**src/rtl/arbiter_request_mux_pkg.sv**
```systemverilog
// Shared definitions for the arbiter request funnel.
//   clog2               : ceiling log2 helper used to size selects, pointers and counts
//   ARB_REQ_MUX_HEADROOM: FIFO slots held back for beats granted while arb_enable is low
//   fifo_count_t        : occupancy type for the default FIFO depth (0..DEPTH inclusive)
//   fifo_state_e        : FIFO occupancy class
//   headroom_e          : arbiter throttle state
package arbiter_request_mux_pkg;

    function automatic int clog2(input int value);
        int result;
        result = 0;
        for (int v = value - 1; v > 0; v = v >> 1) begin
            result++;
        end
        return result;
    endfunction

    // The arbiter can keep granting for up to 3 cycles after arb_enable falls.
    localparam int ARB_REQ_MUX_HEADROOM   = 3;
    localparam int ARB_REQ_MUX_FIFO_DEPTH = 8;

    typedef logic [clog2(ARB_REQ_MUX_FIFO_DEPTH):0] fifo_count_t;

    typedef enum logic [1:0] {
        FIFO_EMPTY   = 2'd0,
        FIFO_PARTIAL = 2'd1,
        FIFO_FULL    = 2'd2
    } fifo_state_e;

    typedef enum logic {
        HR_THROTTLED = 1'b0,
        HR_ENABLED   = 1'b1
    } headroom_e;

endpackage

```
**src/rtl/arbiter_request_mux_if.sv**
```systemverilog
// Handshake bundle between the input channels, the tree arbiter and the
// downstream consumer of the funnel.
//   in_valid/in_data/in_ready        : per-channel beat handshake (channel i at [i*DATA_W +: DATA_W])
//   arb_req/arb_enable               : request vector and enable towards the arbiter
//   arb_grant/arb_select/arb_valid   : registered grant returned by the arbiter
//   out_valid/out_data/out_ready     : output beat handshake
// slave  : the funnel's view
// master : the environment's view (channels, arbiter and consumer)
interface arbiter_request_mux_if #(
    parameter int NUM_CH = 4,
    parameter int SEL_W  = 2,
    parameter int DATA_W = 64
);
    logic [NUM_CH-1:0]        in_valid;
    logic [NUM_CH*DATA_W-1:0] in_data;
    logic [NUM_CH-1:0]        in_ready;
    logic [NUM_CH-1:0]        arb_req;
    logic                     arb_enable;
    logic [NUM_CH-1:0]        arb_grant;
    logic [SEL_W-1:0]         arb_select;
    logic                     arb_valid;
    logic                     out_valid;
    logic [DATA_W-1:0]        out_data;
    logic                     out_ready;

    modport slave (
        input  in_valid, in_data, arb_grant, arb_select, arb_valid, out_ready,
        output in_ready, arb_req, arb_enable, out_valid, out_data
    );

    modport master (
        output in_valid, in_data, arb_grant, arb_select, arb_valid, out_ready,
        input  in_ready, arb_req, arb_enable, out_valid, out_data
    );
endinterface

```
**src/rtl/arbiter_request_mux_fifo.sv**
```systemverilog
// Synchronous first-word-fall-through FIFO with explicit occupancy counter.
//   ap_clk, areset      : clock, asynchronous active-high reset (drops contents)
//   push, push_data     : write strobe and data (ignored when full)
//   full                : count == DEPTH
//   rd_valid, rd_data   : head entry, valid whenever not empty (data reads 0 when empty)
//   rd_ready            : consumer accepts the head entry
//   count               : current occupancy, 0..DEPTH
module arbiter_request_mux_fifo
    import arbiter_request_mux_pkg::*;
#(
    parameter  int WIDTH = 64,
    parameter  int DEPTH = 8,
    localparam int PTR_W = clog2(DEPTH),
    localparam int CNT_W = PTR_W + 1
) (
    input  logic             ap_clk,
    input  logic             areset,
    input  logic             push,
    input  logic [WIDTH-1:0] push_data,
    output logic             full,
    output logic             rd_valid,
    output logic [WIDTH-1:0] rd_data,
    input  logic             rd_ready,
    output logic [CNT_W-1:0] count
);

    logic [WIDTH-1:0] mem [DEPTH];
    logic [PTR_W-1:0] wr_ptr;
    logic [PTR_W-1:0] rd_ptr;
    logic [CNT_W-1:0] count_q;
    fifo_state_e      state;
    logic             wr_en;
    logic             rd_en;

    always_comb begin
        if (count_q == '0) begin
            state = FIFO_EMPTY;
        end else if (count_q == CNT_W'(DEPTH)) begin
            state = FIFO_FULL;
        end else begin
            state = FIFO_PARTIAL;
        end
    end

    assign full     = (state == FIFO_FULL);
    assign rd_valid = (state != FIFO_EMPTY);
    assign rd_data  = rd_valid ? mem[rd_ptr] : '0;
    assign count    = count_q;

    assign wr_en = push && !full;
    assign rd_en = rd_valid && rd_ready;

    // Storage needs no reset: nothing is read until count says it was written.
    always_ff @(posedge ap_clk) begin
        if (wr_en) begin
            mem[wr_ptr] <= push_data;
        end
    end

    // Pointers wrap naturally because DEPTH is a power of two.
    always_ff @(posedge ap_clk or posedge areset) begin
        if (areset) begin
            wr_ptr  <= '0;
            rd_ptr  <= '0;
            count_q <= '0;
        end else begin
            if (wr_en) begin
                wr_ptr <= wr_ptr + PTR_W'(1);
            end
            if (rd_en) begin
                rd_ptr <= rd_ptr + PTR_W'(1);
            end
            case ({wr_en, rd_en})
                2'b10:   count_q <= count_q + CNT_W'(1);
                2'b01:   count_q <= count_q - CNT_W'(1);
                default: count_q <= count_q;
            endcase
        end
    end

endmodule

```
**src/rtl/arbiter_request_mux.sv**
```systemverilog
// N-to-1 request funnel around the tree arbiter. Presents the channel valids
// to the arbiter, accepts one beat per cycle from the granted channel into an
// output FIFO, and throttles the arbiter early enough that grants arriving
// after the throttle still fit.
//   ap_clk, areset : clock, asynchronous active-high reset
//   bus            : channel / arbiter / output handshake bundle (slave view)
//   fifo_count     : output FIFO occupancy
//   err_grant      : sticky flag, grant vector disagreed with encoded select
module arbiter_request_mux
    import arbiter_request_mux_pkg::*;
#(
    parameter  int NUM_CH     = 4,
    parameter  int SEL_W      = 2,
    parameter  int DATA_W     = 64,
    parameter  int FIFO_DEPTH = 8,
    localparam int CNT_W      = clog2(FIFO_DEPTH) + 1
) (
    input  logic               ap_clk,
    input  logic               areset,
    arbiter_request_mux_if.slave bus,
    output logic [CNT_W-1:0]   fifo_count,
    output logic               err_grant
);

    // Highest committed occupancy that still leaves room for the beat being
    // written plus every grant the arbiter may still issue after throttling.
    localparam int HEADROOM_LIMIT = FIFO_DEPTH - ARB_REQ_MUX_HEADROOM - 1;

    logic [SEL_W-1:0]  sel;
    logic [NUM_CH-1:0] sel_onehot;
    logic [DATA_W-1:0] sel_data;
    logic              fifo_full;
    logic              take;
    logic [CNT_W:0]    committed;
    headroom_e         hr_state;

    assign sel        = bus.arb_select;
    assign sel_onehot = NUM_CH'(1) << sel;
    assign sel_data   = bus.in_data[int'(sel)*DATA_W +: DATA_W];

    // A grant to a channel that has since dropped valid is simply ignored.
    assign take = !areset && bus.arb_valid && bus.arb_grant[sel]
               && bus.in_valid[sel] && !fifo_full;

    assign bus.in_ready = take ? sel_onehot : '0;
    assign bus.arb_req  = areset ? '0 : bus.in_valid;

    arbiter_request_mux_fifo #(
        .WIDTH (DATA_W),
        .DEPTH (FIFO_DEPTH)
    ) u_fifo (
        .ap_clk    (ap_clk),
        .areset    (areset),
        .push      (take),
        .push_data (sel_data),
        .full      (fifo_full),
        .rd_valid  (bus.out_valid),
        .rd_data   (bus.out_data),
        .rd_ready  (bus.out_ready),
        .count     (fifo_count)
    );

    // Pops are deliberately not credited: only the current count plus this
    // cycle's write decide whether the arbiter may keep granting.
    assign committed = {1'b0, fifo_count} + {{CNT_W{1'b0}}, take};

    always_ff @(posedge ap_clk or posedge areset) begin
        if (areset) begin
            hr_state <= HR_THROTTLED;
        end else if (committed <= (CNT_W+1)'(HEADROOM_LIMIT)) begin
            hr_state <= HR_ENABLED;
        end else begin
            hr_state <= HR_THROTTLED;
        end
    end

    assign bus.arb_enable = (hr_state == HR_ENABLED);

    always_ff @(posedge ap_clk or posedge areset) begin
        if (areset) begin
            err_grant <= 1'b0;
        end else if (bus.arb_valid && (bus.arb_grant != sel_onehot)) begin
            err_grant <= 1'b1;
        end
    end

endmodule

```
**src/flat_wrapper.sv**
```systemverilog
// flat-port wrapper written by rule: the top's interface ports become plain ports
module arbiter_request_mux_flat import arbiter_request_mux_pkg::*;
#(
    parameter  int NUM_CH     = 4,
    parameter  int SEL_W      = 2,
    parameter  int DATA_W     = 64,
    parameter  int FIFO_DEPTH = 8,
    localparam int CNT_W      = clog2(FIFO_DEPTH) + 1
)
  (ap_clk, areset, fifo_count, err_grant, bus_in_valid, bus_in_data, bus_arb_grant, bus_arb_select, bus_arb_valid, bus_out_ready, bus_in_ready, bus_arb_req, bus_arb_enable, bus_out_valid, bus_out_data);
  arbiter_request_mux_if #(.NUM_CH(NUM_CH), .SEL_W(SEL_W), .DATA_W(DATA_W)) bus_i ();
  input  logic ap_clk;
  input  logic areset;
  output logic [CNT_W-1:0] fifo_count;
  output logic err_grant;
  input wire logic [$bits(bus_i.in_valid)-1:0] bus_in_valid;
  input wire logic [$bits(bus_i.in_data)-1:0] bus_in_data;
  input wire logic [$bits(bus_i.arb_grant)-1:0] bus_arb_grant;
  input wire logic [$bits(bus_i.arb_select)-1:0] bus_arb_select;
  input wire logic [$bits(bus_i.arb_valid)-1:0] bus_arb_valid;
  input wire logic [$bits(bus_i.out_ready)-1:0] bus_out_ready;
  output wire logic [$bits(bus_i.in_ready)-1:0] bus_in_ready;
  output wire logic [$bits(bus_i.arb_req)-1:0] bus_arb_req;
  output wire logic [$bits(bus_i.arb_enable)-1:0] bus_arb_enable;
  output wire logic [$bits(bus_i.out_valid)-1:0] bus_out_valid;
  output wire logic [$bits(bus_i.out_data)-1:0] bus_out_data;
  assign bus_i.in_valid = bus_in_valid;
  assign bus_i.in_data = bus_in_data;
  assign bus_i.arb_grant = bus_arb_grant;
  assign bus_i.arb_select = bus_arb_select;
  assign bus_i.arb_valid = bus_arb_valid;
  assign bus_i.out_ready = bus_out_ready;
  assign bus_in_ready = bus_i.in_ready;
  assign bus_arb_req = bus_i.arb_req;
  assign bus_arb_enable = bus_i.arb_enable;
  assign bus_out_valid = bus_i.out_valid;
  assign bus_out_data = bus_i.out_data;
  arbiter_request_mux #(.NUM_CH(NUM_CH), .SEL_W(SEL_W), .DATA_W(DATA_W), .FIFO_DEPTH(FIFO_DEPTH)) u_core (.ap_clk(ap_clk), .areset(areset), .bus(bus_i), .fifo_count(fifo_count), .err_grant(err_grant));
endmodule
```
**config.mk**
```make
export PLATFORM = sky130hd
export DESIGN_NAME = arbiter_request_mux_flat
export DESIGN_NICKNAME = d
export VERILOG_FILES = /design/src/rtl/arbiter_request_mux_pkg.sv /design/src/rtl/arbiter_request_mux_if.sv /design/src/rtl/arbiter_request_mux_fifo.sv /design/src/rtl/arbiter_request_mux.sv /design/src/flat_wrapper.sv
export SDC_FILE = /design/constraint.sdc
export NUM_CORES = 1
export LEC_CHECK = 0
export CAP_MARGIN = 40
export CELL_PAD_IN_SITES_DETAIL_PLACEMENT = 0
export CELL_PAD_IN_SITES_GLOBAL_PLACEMENT = 1
export CORE_MARGIN = 2
export CORE_UTILIZATION = 42
export CTS_CLUSTER_DIAMETER = 60
export DETAILED_ROUTE_END_ITERATION = 8
export GPL_TIMING_DRIVEN = 0
export PLACE_DENSITY_LB_ADDON = 0.15
export SKIP_LAST_GASP = 1
export SLEW_MARGIN = 20
export SYNTH_ARGS = -nofsm -noshare
export SYNTH_HDL_FRONTEND = slang
export SYNTH_SLANG_ARGS = --single-unit
export TNS_END_PERCENT = 100
```
**constraint.sdc**
```tcl
create_clock -name ap_clk -period 6.95 [get_ports ap_clk]
set_input_delay 1.39 -clock ap_clk [delete_from_list [all_inputs] [get_ports ap_clk]]
set_output_delay 1.39 -clock ap_clk [all_outputs]
set_load 0.01 [all_outputs]
```
Word-level counts from Yosys, hierarchy flattened
Memories as Yosys holds them, arrays and structs flattened.
Cells that the tools add are included.
Word-level totals
  logic and storage cells: 45
  memories kept: 1
  output and inout port bits: 79
  input bits: 270
  memory bits (writable): 512
  flip-flop bits (word level): 12
Operators by class
  add/sub/neg operators: 5
  equal/unequal tests: 5
  $lt $le $gt $ge: 2
  reduce and logical (&&, ||, !) cells: 12
  mux-type cells: 13
  shifts and indexed selects: 2
Memories
  u_core.u_fifo.mem: depth 8, width 64, read ports 1, clocked after memory_dff 0, write ports 1, line arbiter_request_mux_fifo.sv:27  | logic [WIDTH-1:0] mem [DEPTH];
Operator list (number)
  $shiftx 256x9->64: 1
  $mux 64: 1
  $mux 4: 2
  $pmux 4 s2: 1
  $logic_and 1x1->1: 7
  $add 3x1->3 const B: 2
  $add 4x1->5: 1
  $le 5x3->1 const B: 1
  $mux 1: 5
  $add 4x1->4 const B: 1
  $bmux 1 s2: 2
  $eq 2x2->1 const B: 2
  $eq 4x4->1 const B: 1
  $logic_not 4->1: 1
  $mux 2: 2
  $ne 4x4->1: 1
  $reduce_bool 2->1: 2
  $shl 1x2->4 const A: 1
  $sub 4x1->4 const B: 1
  $lt 2x3->1 const B: 1
  $eq 2x1->1 const B: 1
  $logic_not 1->1: 2

Longest topological paths before layout
  word-level depth: 9
  depth in mapped cells: 13
  gate-level depth less buffers: 12

Hierarchy
From an unflattened synthesis, not the netlist that was laid out.
Unflattened totals
  cells, all modules: 938
  area total of the unflattened synthesis: 21694.6 um^2
By module, submodules not included
  arbiter_request_mux_fifo: cells each 813, sequential area each 15625.0 um^2, area each 19772.7 um^2, instances 1
  arbiter_request_mux: cells each 125, sequential area each 50.0 um^2, area each 1921.8 um^2, instances 1

Worst setup path before layout
No wires, ideal clock.
  path type: input -> register
  from: input bus_arb_select[0]
  to: memory u_core.u_fifo.mem[0][0], enable pin
  buffers on the path: 1
  stages on the path: 6
  data required time: 6.306 ns
  data arrival time: 8.244 ns
  slack: -1.938 ns
  setup time: 0.644 ns
  cells stage by stage: buf_2 and3b_1 a32oi_1 a21oi_2 nand2b_1 nor4_1
Between the ends
  longest elaborated chain between the ends: 8
  elaborated cells on any way between the ends: 10
  classes of those cells: 6 x mux; 4 x reduce/logical
Ends and longest elaborated chain
  start, declared: line flat_wrapper.sv:19  | input wire logic [$bits(bus_i.arb_select)-1:0] bus_arb_select;
  $bmux 1 s2: line arbiter_request_mux.sv:42  | assign take = !areset && bus.arb_valid && bus.arb_grant[sel]
  $mux 1 (not written as such): line arbiter_request_mux.sv:42
  $logic_and 1x1->1: line arbiter_request_mux.sv:42
  $logic_and 1x1->1 * (2 in a row): line arbiter_request_mux.sv:43  | && bus.in_valid[sel] && !fifo_full;
  $logic_and 1x1->1 *: line arbiter_request_mux_fifo.sv:50  | assign wr_en = push && !full;
  $mux 1 *: line arbiter_request_mux_fifo.sv:55  | if (wr_en) begin
  $mux 1 (not written as such) *: line arbiter_request_mux_fifo.sv:56  | mem[wr_ptr] <= push_data;
  end, declared: line arbiter_request_mux_fifo.sv:27
Mark *: on every way between the ends. The rest lies on a longest branch, timed or not. The select of a mux whose other input is x is not followed.

Worst setup path after layout
  from: input bus_arb_select[1]
  to: output bus_in_ready[2]
Between the ends
  longest elaborated chain between the ends: 6
  elaborated cells on any way between the ends: 9
  classes of those cells: 1 x shift; 5 x mux; 3 x reduce/logical
Ends and longest elaborated chain
  $bmux 1 s2: line arbiter_request_mux.sv:42
  $mux 1 (not written as such): line arbiter_request_mux.sv:42
  $logic_and 1x1->1: line arbiter_request_mux.sv:42
  $logic_and 1x1->1 (2 in a row): line arbiter_request_mux.sv:43
  $mux 4 *: line arbiter_request_mux.sv:45  | assign bus.in_ready = take ? sel_onehot : '0;
  end, declared: line flat_wrapper.sv:22  | output wire logic [$bits(bus_i.in_ready)-1:0] bus_in_ready;
Marks and branches as above.

==> run summary <==
DRT iter0 DRCs = 831
Critical-path cell list = clkdlybuf4s50_1 > buf_2 > buf_2 > buf_2 > nor3b_1 > clkdlybuf4s50_1
Comb pwr share = 35.1%
Synth Area in Compound Gates = 0.396%
Switching Share = 29.2%
Critical Path Fanout Max = 10
Gr usage total = 20.9%
Vias = 11,600
Post-synth EDFFs = 512
Sequential share of the synthesized area = 72.0%
Vias in the first global route = 12,500
CP top delay family = buffers and inverters
Peak supply drop = 0.000187 V
Final Max Tran Viols = 0
Port bufs = 347
Min Hold Slack = 498 ps
DRC Markers = 0
Unrepaired setup endpoints after global routing = false
Area share of fa/ha/maj cells after synthesis = 0.494%
Main combinational cell family by area after synthesis = multiplexers
Max-cap viol count = 0
Diodes inserted = 0
Routability cong. = 0.738
Setup repair bufs after CTS = 0
Mux cell area share after synthesis = 23.0%
Die W = 232 um
Seq cells post-synth = 524
Drt via density = 5.38
H-tree depth = 2
Worst slew margin = 46.5%
Top FF cell, synth = edfxtp_1
Die height = 232 um
Routed WL = 55,100 um
Slowest-stage cell, CP = clkdlybuf4s50_1
P_int = 6910 uW
Post-detailed-route count of antenna-violating nets = 0
Final hold violations = 0
Endpoints failing setup = 0
CORE AREA = 51,300 um2
Final Util = 55.6%
Setup Crit Path Kind = primary input to output pin
Worst-Margin Slew = 791 ps
Hold-critical path depth = 1
Clock power frac = 27.2%
Critical path's largest stage delay = 570 ps
Final Power = 9750 uW
Synth top area share = 70.6%
Crit. End Element = output pin
CTS root buf = clkbuf_16
Static Leak = 0.00943 uW
Fin crit share = 74.5%
Status = complete, no violations
Die ar. = 53,700 um2
Syn Area/Cell = 22.0 um2
Clock skew = 15.1 ps
Yosys Warn Count = 0
Layout cells sized above 1 = 24.7%
Worst path required time = 5560 ps
Post-CTS resize count = 0
Clock Pin Slew Worst Setup and Hold Paths = 60 ps
Total grt overflow = 0
Max Fclk = 193 MHz
CTS tree = built
Critical Path Stages = 6
Post-CTS Hold Buffers = 0
Initial antenna violation count = 0
Syn Inst Count = 990
Area contributors post-synth = edfxtp_1 (71%), mux4_2 (20%), mux2i_1 (3.0%)
Crit path time final = 5180 ps
# clock sinks = 524
Xor/xnor share of the synthesized area = 0.322%
Cell Rows = 83
First-pass GRT wire length = 80,500 um
Drt first pass iters = 5
Nets = 1,720
Drt wl/cell = 25.5 um
Setup TNS = 0 ps
Startpoint types = primary input
Synth-to-layout area growth = 30.9%
WP data arrival = 3790 ps
Largest net degree at the start of global routing = 21
CP dominant cell by count = buf_2
Mapped Area = 21,800 um2
Max clock buf depth = 3
Hpwl dp = 38,400 um
Buf+Inv Stages, Crit Path = 5
Synth Net Count = 1,268
Hold Path Class = register to register
Share of power burned in registers = 37.7%
Reg2Reg Depth = 11
Cts bufs inserted = 54
Clk_lat worst skew = 590 ps
Number of distinct library cells after synthesis = 42
Simple-gate share of the synthesized area = 2.32%
Psw = 2840 uW
Power density cells = 342 nW/um2
Initial Util = 42.5%
Ys async rst share = 2.29%
Number of I/O pins = 349
Yosys top cell by area = edfxtp_1
layout make-up:
cell class                 count  area, um2
clock buffer                  69       1430
tap                          680        851
multi-input combinational    399       5850
buffer                        59        312
fill                        4017      22800
inverter                       8       32.5
sequential                   524      15700
clock inverter                25        165
timing repair buffer         396       4200
final timing paths:
kind,startpoint,endpoint,slack (ps)
setup reg to reg,u_core.u_fifo.count[0],u_core.u_fifo.count[3],4400
max in group asynchronous,areset,u_core.u_fifo.rd_ptr[0],5240
setup / recovery,bus_arb_select[1],bus_in_ready[2],1770
min in group asynchronous,areset,u_core.u_fifo.rd_ptr[1],1320
hold / removal,u_core.u_fifo.wr_ptr[2],u_core.u_fifo.wr_ptr[2],500
hold reg to reg,u_core.u_fifo.wr_ptr[2],u_core.u_fifo.wr_ptr[2],500
layer usage:
layer,share of wire (%),track usage [%],vias up
li1,-,-,5089
met1,42,28.3,6115
met5,0,0,-
met4,1.9,5.25,0
met2,51,35.8,343
met3,5.2,3.05,64
kinds of logic after synthesis:
| kind of cell | Yosys count |
|---|---|
| DFF | 524 |
| muxes | 259 |
| and+or+nand+nor | 111 |
| buffers and inverters | 67 |
| AOI/OAI and AO/OA | 13 |
| xor gates and xnor gates | 8 |
| adders and majority gates | 8 |
power by group through the flow:
stage / clock network (uW) / registers [uW] / logic (uW)
6_report: 2650 / 3680 / 3420
3_3_place_gp: 0 / 3750 / 3420
2_1_floorplan: 0 / 3730 / 1960
3_5_place_dp: 0 / 3750 / 3500
4_1_cts: 2700 / 3680 / 3510
5_1_grt: 2820 / 3690 / 3690
registers in the layout (all words and copies together), names as in the netlist:
register / flops
u_core.u_fifo.mem: 512
u_core.err_grant: 1
u_core.u_fifo.rd_ptr: 3
u_core.u_fifo.wr_ptr: 3
u_core.bus.arb_enable: 1
u_core.u_fifo.count: 4
cell usage after synthesis, types with 2 or more instances:
cell type and n:
buf_1 9, mux2i_1 65, nor4_1 2, nor2b_1 4, a21oi_1 2, nor3_1 4, a32oi_1 2, nand2_1 11
buf_4 14, nor2_1 75, clkbuf_1 10, edfxtp_1 512, xor2_1 4, nand3b_1 2, o21ai_0 4, inv_1 7
buf_2 26, ha_1 7, dfrtp_1 12, mux4_2 192, xnor2_1 4, nand2b_1 2
layout by cell type (no fill, tap or decap), types with 2 or more instances in the layout:
cell / count
edfxtp_1: 512
clkdlybuf4s50_1: 347
mux4_2: 192
nor2_1: 71
mux2i_1: 65
clkbuf_16: 55
buf_2: 29
clkbuf_1: 23
buf_4: 20
buf_8: 17
clkinv_1: 13
buf_6: 13
dfrtp_1: 12
nand2_1: 11
clkinv_2: 8
buf_1: 7
inv_1: 7
ha_1: 7
buf_12: 7
buf_16: 5
nor2_4: 4
o21ai_0: 4
nor2b_1: 4
xnor2_1: 4
xor2_1: 4
nand2b_1: 2
nor3_4: 2
nor4_4: 2
nand3b_1: 2
a21oi_1: 2
a32oi_1: 2
nor3_1: 2
bufinv_16: 2
through the flow:
stage               std cells  instance area [um2]  setup WS (ps)
detailed placement       2066                26900           1770
global route             2160                28500           1550
finish                   2160                28500           1770
CTS                      2160                28500           1750
global placement         2017                26100          -3820
floorplan                 990                21800            761
worst register-to-register path: stages (launching register included):
cell	delay, ps
dfrtp_1	490
nor4_2	350
inv_1	80
and2_1	160
buf_2	160
ha_1	220
ha_1	280
a21o_1	180
a21oi_1	170
xnor2_1	140
nor2_1	70
xor2_1	140
No activity file was read; power rests on OpenSTA's default activity.
